$ cat config.mk
export PLATFORM = sky130hd
export DESIGN_NAME = ntt_addrgen_p_flat
export DESIGN_NICKNAME = d
export VERILOG_FILES = /design/src/rtl/ntt_pkg.sv /design/src/rtl/ntt_addrgen_p_if.sv /design/src/rtl/ntt_addr_map.sv /design/src/rtl/ntt_addrgen_p.sv /design/src/flat_wrapper.sv
export SDC_FILE = /design/constraint.sdc
export NUM_CORES = 1
export LEC_CHECK = 0
export ABC_AREA = 1
export CORE_MARGIN = 2
export CORE_UTILIZATION = 30
export DETAILED_ROUTE_END_ITERATION = 8
export GPL_TIMING_DRIVEN = 0
export HOLD_SLACK_MARGIN = 0.03
export SLEW_MARGIN = 20
export SYNTH_ARGS = -nofsm -noshare
export SYNTH_HDL_FRONTEND = slang
export SYNTH_SLANG_ARGS = --single-unit
$ cat constraint.sdc
create_clock -name clk -period 7.5 [get_ports clk]
set_input_delay 1.125 -clock clk [delete_from_list [all_inputs] [get_ports clk]]
set_output_delay 1.125 -clock clk [all_outputs]
set_load 0.005 [all_outputs]
$ cat src/rtl/ntt_pkg.sv
// ============================================================================
// Module      : ntt_pkg
// Description : Shared definitions for the parametrised NTT/INTT butterfly
//               address generator: transform modes, FSM state encoding and
//               elaboration-time sizing helpers.
// Revision    : 1.0 - initial parametrised release
// ============================================================================
`default_nettype none

package ntt_pkg;

    // Transform direction, as sampled from Sel on an accepted start
    localparam logic MODE_NTT  = 1'b0;   // Cooley-Tukey ordering
    localparam logic MODE_INTT = 1'b1;   // Gentleman-Sande ordering

    typedef enum logic [1:0] {
        ST_IDLE = 2'd0,
        ST_RUN  = 2'd1,
        ST_GAP  = 2'd2,
        ST_DONE = 2'd3
    } state_t;

    // Number of butterfly stages between span N/2 and span 2^log_stop
    function automatic int nstage(input int log_n, input int log_stop);
        return log_n - log_stop;
    endfunction

    function automatic int clog2(input int v);
        int r;
        r = 0;
        while ((1 << r) < v) begin
            r++;
        end
        return r;
    endfunction

    // Stage counter width; a single-stage transform still needs one bit
    function automatic int stage_w(input int ns);
        return (clog2(ns) > 0) ? clog2(ns) : 1;
    endfunction

endpackage

`default_nettype wire

$ cat src/rtl/ntt_addrgen_p_if.sv
// ============================================================================
// Module      : ntt_addrgen_p_if
// Description : Beat bus between the address generator (master) and the
//               butterfly datapath / memories (slave).
//               o_valid/i_ready  : beat handshake
//               addr_up/addr_dn  : butterfly coefficient addresses
//               zeta_idx         : twiddle ROM index
//               stage_idx        : current stage, 0-based
//               last_stage       : current stage is the final one
// Revision    : 1.0 - initial parametrised release
// ============================================================================
`default_nettype none

interface ntt_addrgen_p_if #(
    parameter int LOG_N    = 8,
    parameter int LOG_STOP = 1
);
    localparam int SW = ntt_pkg::stage_w(ntt_pkg::nstage(LOG_N, LOG_STOP));

    logic             o_valid;
    logic             i_ready;
    logic [LOG_N-1:0] addr_up;
    logic [LOG_N-1:0] addr_dn;
    logic [LOG_N-2:0] zeta_idx;
    logic [SW-1:0]    stage_idx;
    logic             last_stage;

    modport master (
        output o_valid, addr_up, addr_dn, zeta_idx, stage_idx, last_stage,
        input  i_ready
    );

    modport slave (
        input  o_valid, addr_up, addr_dn, zeta_idx, stage_idx, last_stage,
        output i_ready
    );

endinterface

`default_nettype wire

$ cat src/rtl/ntt_addr_map.sv
// ============================================================================
// Module      : ntt_addr_map
// Description : Combinational butterfly address map.
//               (sel, stage, beat) -> (addr_up, addr_dn, zeta_idx)
//               sel      : MODE_NTT / MODE_INTT
//               stage    : stage index s
//               beat     : beat index b within the stage, 0..N/2-1
//               addr_up  : (g << (L+1)) | o, with g = b>>L, o = b mod 2^L
//               addr_dn  : addr_up + 2^L
//               zeta_idx : twiddle ROM index
// Revision    : 1.0 - initial parametrised release
// ============================================================================
`default_nettype none

module ntt_addr_map
    import ntt_pkg::*;
#(
    parameter int LOG_N    = 8,
    parameter int LOG_STOP = 1
) (
    input  logic                                   sel,
    input  logic [stage_w(nstage(LOG_N, LOG_STOP))-1:0] stage,
    input  logic [LOG_N-2:0]                       beat,
    output logic [LOG_N-1:0]                       addr_up,
    output logic [LOG_N-1:0]                       addr_dn,
    output logic [LOG_N-2:0]                       zeta_idx
);
    localparam int NSTAGE = nstage(LOG_N, LOG_STOP);
    localparam int ZW     = LOG_N - 1;
    localparam logic [LOG_N-1:0] c_one   = LOG_N'(1);
    localparam logic [ZW-1:0]    c_one_z = ZW'(1);

    int               w_l;        // span exponent L
    int               w_sp;       // mirrored stage index used by INTT twiddles
    logic [LOG_N-1:0] w_len;
    logic [LOG_N-1:0] w_off;
    logic [LOG_N-1:0] w_grp;
    logic [LOG_N-1:0] w_up;
    logic [ZW-1:0]    w_grp_z;

    always_comb begin
        // NTT halves the span each stage, INTT doubles it
        if (sel == MODE_NTT) begin
            w_l = LOG_N - 1 - int'(stage);
        end else begin
            w_l = LOG_STOP + int'(stage);
        end
        w_sp    = NSTAGE - 1 - int'(stage);
        w_len   = c_one << w_l;
        w_grp_z = beat >> w_l;
        w_grp   = {1'b0, w_grp_z};
        w_off   = {1'b0, beat} & (w_len - c_one);
        w_up    = (w_grp << (w_l + 1)) | w_off;

        addr_up = w_up;
        addr_dn = w_up + w_len;

        // NTT walks twiddles upward from 2^s, INTT walks them downward
        if (sel == MODE_NTT) begin
            zeta_idx = (c_one_z << stage) + w_grp_z;
        end else begin
            zeta_idx = (c_one_z << (w_sp + 1)) - c_one_z - w_grp_z;
        end
    end

endmodule

`default_nettype wire

$ cat src/rtl/ntt_addrgen_p.sv
// ============================================================================
// Module      : ntt_addrgen_p
// Description : Parametrised NTT/INTT butterfly address generator with
//               valid/ready backpressure and a programmable inter-stage gap.
//               clk, rst_n : clock / asynchronous active-low reset
//               i_start    : start request, honoured only when idle
//               Sel        : 0 NTT, 1 INTT, sampled with an accepted start
//               bus        : beat bus (master side), see ntt_addrgen_p_if
//               active     : run in progress (RUN or GAP)
//               done       : one-cycle pulse after the last beat is accepted
// Revision    : 1.0 - initial parametrised release
// ============================================================================
`default_nettype none

module ntt_addrgen_p
    import ntt_pkg::*;
#(
    parameter int LOG_N     = 8,
    parameter int LOG_STOP  = 1,
    parameter int STAGE_GAP = 0
) (
    input  logic             clk,
    input  logic             rst_n,
    input  logic             i_start,
    input  logic             Sel,
    ntt_addrgen_p_if.master  bus,
    output logic             active,
    output logic             done
);
    localparam int NSTAGE = nstage(LOG_N, LOG_STOP);
    localparam int SW     = stage_w(NSTAGE);
    localparam int BW     = LOG_N - 1;

    localparam logic [SW-1:0] c_last_stage = SW'(NSTAGE - 1);
    localparam logic [BW-1:0] c_last_beat  = '1;            // N/2 - 1
    localparam logic [3:0]    c_gap_load   = (STAGE_GAP > 0) ? 4'(STAGE_GAP - 1) : 4'd0;

    state_t           r_state, w_state_nxt;
    logic             r_sel, w_sel_nxt;
    logic [SW-1:0]    r_stage, w_stage_nxt;
    logic [BW-1:0]    r_beat, w_beat_nxt;
    logic [3:0]       r_gap, w_gap_nxt;
    logic             r_valid, w_valid_nxt;
    logic             r_active, w_active_nxt;
    logic             r_done, w_done_nxt;
    logic             r_last;
    logic [LOG_N-1:0] r_up, r_dn, w_up, w_dn;
    logic [BW-1:0]    r_zeta, w_zeta;
    logic             w_accept;

    assign w_accept = r_valid & bus.i_ready;

    always_ff @(posedge clk or negedge rst_n) begin
        if (!rst_n) begin
            r_state <= ST_IDLE;
        end else begin
            r_state <= w_state_nxt;
        end
    end

    always_comb begin
        w_state_nxt  = r_state;
        w_sel_nxt    = r_sel;
        w_stage_nxt  = r_stage;
        w_beat_nxt   = r_beat;
        w_gap_nxt    = r_gap;
        w_valid_nxt  = r_valid;
        w_active_nxt = r_active;
        w_done_nxt   = 1'b0;
        unique case (r_state)
            ST_IDLE: begin
                if (i_start) begin
                    w_state_nxt  = ST_RUN;
                    w_sel_nxt    = Sel;
                    w_stage_nxt  = '0;
                    w_beat_nxt   = '0;
                    w_valid_nxt  = 1'b1;
                    w_active_nxt = 1'b1;
                end
            end
            ST_RUN: begin
                // Without acceptance every counter, and so every output, holds
                if (w_accept) begin
                    if (r_beat == c_last_beat) begin
                        if (r_stage == c_last_stage) begin
                            w_state_nxt  = ST_DONE;
                            w_valid_nxt  = 1'b0;
                            w_active_nxt = 1'b0;
                            w_done_nxt   = 1'b1;
                        end else begin
                            w_stage_nxt = r_stage + SW'(1);
                            w_beat_nxt  = '0;
                            if (STAGE_GAP > 0) begin
                                w_state_nxt = ST_GAP;
                                w_valid_nxt = 1'b0;
                                w_gap_nxt   = c_gap_load;
                            end
                        end
                    end else begin
                        w_beat_nxt = r_beat + BW'(1);
                    end
                end
            end
            ST_GAP: begin
                // Loaded with STAGE_GAP-1, so the gap lasts STAGE_GAP cycles
                if (r_gap == 4'd0) begin
                    w_state_nxt = ST_RUN;
                    w_valid_nxt = 1'b1;
                end else begin
                    w_gap_nxt = r_gap - 4'd1;
                end
            end
            ST_DONE: begin
                w_state_nxt = ST_IDLE;
            end
            default: begin
                w_state_nxt = ST_IDLE;
            end
        endcase
    end

    // Map the upcoming beat so the addresses land in registers with o_valid
    ntt_addr_map #(
        .LOG_N    (LOG_N),
        .LOG_STOP (LOG_STOP)
    ) u_map (
        .sel      (w_sel_nxt),
        .stage    (w_stage_nxt),
        .beat     (w_beat_nxt),
        .addr_up  (w_up),
        .addr_dn  (w_dn),
        .zeta_idx (w_zeta)
    );

    always_ff @(posedge clk or negedge rst_n) begin
        if (!rst_n) begin
            r_sel    <= 1'b0;
            r_stage  <= '0;
            r_beat   <= '0;
            r_gap    <= 4'd0;
            r_valid  <= 1'b0;
            r_active <= 1'b0;
            r_done   <= 1'b0;
            r_last   <= 1'b0;
            r_up     <= '0;
            r_dn     <= '0;
            r_zeta   <= '0;
        end else begin
            r_sel    <= w_sel_nxt;
            r_stage  <= w_stage_nxt;
            r_beat   <= w_beat_nxt;
            r_gap    <= w_gap_nxt;
            r_valid  <= w_valid_nxt;
            r_active <= w_active_nxt;
            r_done   <= w_done_nxt;
            if (w_valid_nxt) begin
                r_up   <= w_up;
                r_dn   <= w_dn;
                r_zeta <= w_zeta;
                r_last <= (w_stage_nxt == c_last_stage);
            end
        end
    end

    assign bus.o_valid    = r_valid;
    assign bus.addr_up    = r_up;
    assign bus.addr_dn    = r_dn;
    assign bus.zeta_idx   = r_zeta;
    assign bus.stage_idx  = r_stage;
    assign bus.last_stage = r_last;
    assign active         = r_active;
    assign done           = r_done;

endmodule

`default_nettype wire

$ cat src/flat_wrapper.sv
// flat-port wrapper written by rule: the top's interface ports become plain ports
module ntt_addrgen_p_flat import ntt_pkg::*;
#(
    parameter int LOG_N     = 8,
    parameter int LOG_STOP  = 1,
    parameter int STAGE_GAP = 0
)
  (clk, rst_n, i_start, Sel, active, done, bus_o_valid, bus_addr_up, bus_addr_dn, bus_zeta_idx, bus_stage_idx, bus_last_stage, bus_i_ready);
  ntt_addrgen_p_if #(.LOG_N(LOG_N), .LOG_STOP(LOG_STOP)) bus_i ();
  input  logic clk;
  input  logic rst_n;
  input  logic i_start;
  input  logic Sel;
  output logic active;
  output logic done;
  output wire logic [$bits(bus_i.o_valid)-1:0] bus_o_valid;
  output wire logic [$bits(bus_i.addr_up)-1:0] bus_addr_up;
  output wire logic [$bits(bus_i.addr_dn)-1:0] bus_addr_dn;
  output wire logic [$bits(bus_i.zeta_idx)-1:0] bus_zeta_idx;
  output wire logic [$bits(bus_i.stage_idx)-1:0] bus_stage_idx;
  output wire logic [$bits(bus_i.last_stage)-1:0] bus_last_stage;
  input wire logic [$bits(bus_i.i_ready)-1:0] bus_i_ready;
  assign bus_o_valid = bus_i.o_valid;
  assign bus_addr_up = bus_i.addr_up;
  assign bus_addr_dn = bus_i.addr_dn;
  assign bus_zeta_idx = bus_i.zeta_idx;
  assign bus_stage_idx = bus_i.stage_idx;
  assign bus_last_stage = bus_i.last_stage;
  assign bus_i.i_ready = bus_i_ready;
  ntt_addrgen_p #(.LOG_N(LOG_N), .LOG_STOP(LOG_STOP), .STAGE_GAP(STAGE_GAP)) u_core (.clk(clk), .rst_n(rst_n), .i_start(i_start), .Sel(Sel), .bus(bus_i), .active(active), .done(done));
endmodule
==> flow_metrics.tcl, run 1 <==
set metrics [dict create \
    status "finished clean" \
    clk_pin_slew_worst_paths_ps 60 \
    avgSynthCellArea_um2 6.99 \
    grt_antenna_before_repair 0 \
    cap_viol_max_count 0 \
    endpoint_kind "flop" \
    critPathSlowestCell "clkdlybuf4s50_1" \
    grt_use_met2_pct 26.3 \
    post-route-cell-area_um2 4720 \
    power.density_nw_per_um2 292 \
    dieArea_um2 14200 \
    worst_setup_path_start_kind "input port" \
    total_leakage_power_uw 0.00237 \
    dr.pass1.iters 4 \
    drc 0 \
    p_seq_share_pct 26.8 \
    diodes 0 \
    rsz0062_at_grt "false" \
    skew_ps 5.42 \
    rows 42 \
    ys_seq_elements 44 \
    worstPathRequired_ps 7680 \
    layout_commonest_cell "nand2_1" \
    drv_slew 0 \
    swShare_pct 42.7 \
    instances_no_fill 787 \
    finalCritPeriodShare_pct 78.0 \
    synth_ff_type "dfrtp_1" \
    grt-busiest-layer "met2" \
    seq_area_frac_synth_pct 27.7 \
    synth_edf_count 0 \
    numCtsBuffers 5 \
    grt_util_met1_pct 20.0 \
    insertion_delay_ps 290 \
    ys_top_cells_by_area "dfrtp_1 28%, nand2_1 16%, ha_1 11%, inv_1 6.1%, nand3_1 6.1%" \
    crit_path_max_fanout 10 \
    intPower_uw 790 \
    clock_tree.root_cell "clkbuf_16" \
    combPwrFrac_pct 54.7 \
    clkSinkCount 44 \
    syn_inst 568 \
    numPlacedInstances 779 \
    synth_area_um2 3970 \
    critPathTopFamily "simple AND/OR/NAND/NOR gates" \
    drive_above_1_share_pct 11.5 \
    die_w_um 119 \
    period_needed_ps 5850 \
    post_cts_buffers 0 \
    cts_max_level 2 \
    max_freq_mhz 171 \
    dr_total_vias 3781 \
    dpl_cell_area_um2 4550 \
    final.setup.worst_slack_ps 1650 \
    drtIter0Drc 183 \
    tns_ps 0 \
    syn_nets 611 \
    grt.met3_usage_pct 2.06 \
    vias_per_cell 4.80 \
    place_ws_ps 1400 \
    worstMarginPinSlew_ps 558 \
    ys_types 46 \
    drt_wl_total_um 10200 \
    grt.total_usage_pct 15.3 \
    final_cell_mix "173 x nand2_1, 65 x inv_1, 48 x nand3_1, 44 x dfrtp_1, 35 x ha_1" \
    grt_pass1_wl_um 17800 \
    initial_core_util_pct 30.3 \
    cts_resized 0 \
    yosys_warnings 0 \
    postRouteAntennaNets 0 \
    gp_congestion 0.923 \
    io_pins 35 \
    areaGrowthSynthToFinish_pct 18.8 \
    final_nets 653 \
    coreArea_um2 13100 \
    timing_worst_setup_path_type "input port to flop" \
    wl_per_cell_um 13.0 \
    clockPowerShare_pct 18.6 \
    cts_tree "done" \
    overflow 0 \
    die_h_um 119 \
    ir_worst_vdd_mv 0.105 \
    hold_path.class "flop to flop" \
    fillers 1386 \
    cp_num_buf_inv 6 \
    async_reset_ff_share_pct 100 \
    ctsHoldBuffers 0 \
    cts_buffer_depth 2 \
    portBuffers 34 \
    hold_viol_final 0 \
    critical-path-max-stage-delay_ps 490 \
    arrival_ps 6030 \
    grt_max_degree 33 \
    cpMostUsedCell "inv_1" \
    synth_top_cell_area_share_pct 27.7 \
    setup_viol 0 \
    relSlewSlack_pct 62.7 \
    yosys.area.top_type "dfrtp_1" \
    r2r_setup_slack_ps 2280 \
    dpl.hpwl_um 8320 \
    grt_pass1_vias 3794 \
    switchingPower_uw 589 \
]
==> state kept, by name, indices dropped and copies added, names as in the netlist <==
name and flops:
u_core.bus.addr_dn 8, u_core.bus.addr_up 8, u_core.bus.zeta_idx 7, u_core.r_beat 7, u_core.r_gap 4, u_core.bus.stage_idx 3
u_core.r_state 2, u_core.active 1, u_core.bus.last_stage 1, u_core.bus.o_valid 1, u_core.done 1, u_core.r_sel 1
==> worst min-delay path, cell delays in order, from the launching register on <==
cell	delay, ps
dfrtp_1	340
nand2_1	50
nand2_1	50
==> per-layer routing <==
| layer | routed length (um) | up-vias |
|---|---|---|
| li1 | - | 1913 |
| met2 | 4910 | 55 |
| met5 | 0 | - |
| met4 | 155 | 0 |
| met1 | 4860 | 1803 |
| met3 | 278 | 10 |
==> cell type report <==
type / instances / area [um2] / share of cell area, %
Buffer: 13 / 77.6 / 1.64
Multi-Input combinational cell: 437 / 2500 / 53.0
Clock buffer: 5 / 125 / 2.65
Timing Repair Buffer: 35 / 355 / 7.53
Tap cell: 176 / 220 / 4.67
Sequential cell: 44 / 1100 / 23.3
Inverter: 74 / 290 / 6.15
Clock inverter: 3 / 47.5 / 1.01
==> power by group through the flow <==
stage	logic, uW	clock network [uW]	registers (uW)
floorplan	487	0	371
global placement	734	0	371
detailed placement	752	0	374
CTS	756	262	370
global route	854	271	382
finish	753	256	369
==> cell usage after synthesis, drive strengths merged, types with 2 or more instances <==
cell type  number
nand3b          2
and2            2
clkbuf          4
nand3          55
or2             7
xnor2           6
inv            74
nor2           39
xor2            6
fa              3
o21bai          2
nor3           11
ha             35
nand2         191
a21oi          20
buf             9
nand4           4
dfrtp          44
o21ai          38
a31oi           8
==> metrics by stage <==
stage | power [uW] | util (%) | hold WS, ps
floorplan | 858 | - | 446
global placement | 1110 | 34.6 | 463
detailed placement | 1130 | 34.7 | 463
CTS | 1390 | 36.1 | 480
global route | 1510 | 36.1 | 498
finish | 1380 | 36.1 | 476
==> worst paths after layout <==
kind,startpoint,to,depth (start not counted)
worst min-delay path,u_core.bus.addr_dn[6],u_core.bus.addr_dn[6],2
max in group asynchronous,rst_n,u_core.bus.zeta_idx[4],2
min in group asynchronous,rst_n,u_core.r_gap[0],1
worst min register to register,u_core.bus.addr_dn[6],u_core.bus.addr_dn[6],2
worst max-delay path,i_start,u_core.bus.addr_dn[5],26
worst max register to register,u_core.r_beat[0],u_core.bus.addr_dn[5],31
==> cells by family (layout without fill, tap and decap cells) <==
| group | count (synthesis) | in the layout | share of synthesized area, % |
|---|---|---|---|
| and+or+nand+nor | 312 | 312 | 37.0 |
| buffers and inverters | 87 | 130 | 9.27 |
| AOI/OAI and AO/OA | 75 | 75 | 10.8 |
| DFF | 44 | 44 | 27.7 |
| adders and majority gates | 38 | 38 | 12.5 |
| xor gates and xnor gates | 12 | 12 | 2.65 |
(Power assumes the default switching activity.)
==> inputs of run 2 (changes only) <==
Clock period 7.5 ns to 5.8 ns, I/O delays scaled along.
==> flow_metrics.tcl, run 2 (synthesized netlist as in run 1, its figures left out) <==
set metrics [dict create \
    die_h_um 119 \
    rsz0062_at_grt "false" \
    drc 0 \
    worstSetupStartpoint "bus_i_ready" \
    cts_buffer_depth 2 \
    hold_viol_final 0 \
    timing_worst_setup_path_type "input port to flop" \
    clk_pin_slew_worst_paths_ps 70 \
    final.setup.worst_slack_ps 521 \
    setup_viol 0 \
    period_needed_ps 5280 \
    drive_above_1_share_pct 11.6 \
    areaGrowthSynthToFinish_pct 19.0 \
    total_leakage_power_uw 0.00237 \
    postRouteAntennaNets 0 \
    fillers 1385 \
    overflow 0 \
    ctsHoldBuffers 0 \
    grt_pass1_wl_um 17800 \
    grt.total_usage_pct 15.3 \
    coreArea_um2 13100 \
    hold_path.class "input port to async pin" \
    grt_antenna_before_repair 0 \
    cts_resized 0 \
    cts_max_level 2 \
    critPathSlowestCell "clkdlybuf4s50_1" \
    layout_commonest_cell "nand2_1" \
    die_w_um 119 \
    endpoint_kind "flop" \
    utilization_pct 36.1 \
    multi_input_area_um2 2510 \
    tns_ps 0 \
    critical-path-max-stage-delay_ps 420 \
    rr_startpoint "u_core.r_beat[1]" \
    worstPathRequired_ps 5980 \
    reg2regPathDepth 30 \
    gp_congestion 0.923 \
    clock_tree.root_cell "clkbuf_16" \
    io_pins 35 \
    vias_per_cell 4.79 \
    dr_total_vias 3766 \
    cpMostUsedCell "inv_1" \
    critPathTopFamily "simple AND/OR/NAND/NOR gates" \
    grt_max_degree 33 \
    arrival_ps 5460 \
    post_cts_buffers 0 \
    ir_worst_vdd_mv 0.136 \
    instances_no_fill 786 \
    dieArea_um2 14200 \
    numPlacedInstances 779 \
    dr.pass1.iters 4 \
    power_uw 1780 \
    worstMarginPinSlew_ps 547 \
    clkSinkCount 44 \
    numCtsBuffers 5 \
    grt_pass1_vias 3794 \
    drv_slew 0 \
    crit_path_max_fanout 11 \
    status "finished clean" \
    finalCritPeriodShare_pct 91.0 \
    cp_num_buf_inv 8 \
    wl_per_cell_um 13.0 \
    power.density_nw_per_um2 377 \
    worst_setup_path_start_kind "input port" \
    place_ws_ps -46.6 \
    seq_area_um2 1100 \
    initial_core_util_pct 30.3 \
    insertion_delay_ps 290 \
    rows 42 \
    relSlewSlack_pct 63.4 \
    cts_tree "done" \
    dpl.hpwl_um 8320 \
    final_nets 652 \
    cp_num_cells 30 \
    cap_viol_max_count 0 \
    diodes 0 \
    drt_wl_total_um 10200 \
    drtIter0Drc 153 \
    max_freq_mhz 189 \
    skew_ps 5.50 \
    final_cell_mix "173 x nand2_1, 65 x inv_1, 48 x nand3_1, 44 x dfrtp_1, 35 x ha_1" \
    portBuffers 34 \
]
## run 2: cell count changes in the layout (fill, tap and decap cells not counted)
cell	previous run	this run
o21ai_4	0	1
buf_1	1	0
nor2_2	2	3
o21ai_0	29	28
o21ai_1	6	7
o21ai_2	3	2
nor2_1	34	33
## run 2: final timing paths
check	slack, ps	endpoint
min reg2reg	480	u_core.bus.addr_dn[6]
max reg2reg	910	u_core.bus.addr_dn[5]
min	470	u_core.r_gap[0]
max	520	u_core.bus.addr_dn[5]
min in group clk	480	u_core.bus.addr_dn[6]
max in group asynchronous	4840	u_core.bus.zeta_idx[4]
## run 2: stage by stage
stage	area, um2	hold slack (ps)
global placement	4530	463
finish	4720	470
global route	4720	493
floorplan	3970	446
detailed placement	4550	463
CTS	4720	480
## run 2: worst reg2reg max path, delay by kind of cell (launching register included)
| family | cells | cell delay [ps] |
|---|---|---|
| fa+ha+maj | 5 | 1300 |
| flops | 1 | 420 |
| simple gates | 15 | 1950 |
| compound gates | 5 | 640 |
| buf+inv | 5 | 460 |
## run 2: final cells by class
type | count | share of cell area [%]
repair buffers | 35 | 7.52
clock buffers | 5 | 2.65
plain buffers | 12 | 1.56
well taps | 176 | 4.66
inverters | 74 | 6.14
flip-flops and latches | 44 | 23.3
multi-input cells | 437 | 53.2
clock inverters | 3 | 1.01
## run 2: per-layer routing
metal / vias up / part of all wire (%) / track usage (%)
li1: 1908 / - / -
met1: 1786 / 47 / 20.0
met2: 62 / 48 / 26.3
met3: 10 / 3.3 / 2.06
met4: 0 / 1.5 / 4.32
met5: - / 0 / 0
## run 2: power breakdown
part | leakage (uW) | internal (uW) | total, uW | switching [uW]
sequential | 0.000540 | 406 | 477 | 70.8
clock | 0.0000840 | 205 | 331 | 127
combinational | 0.00174 | 410 | 972 | 562
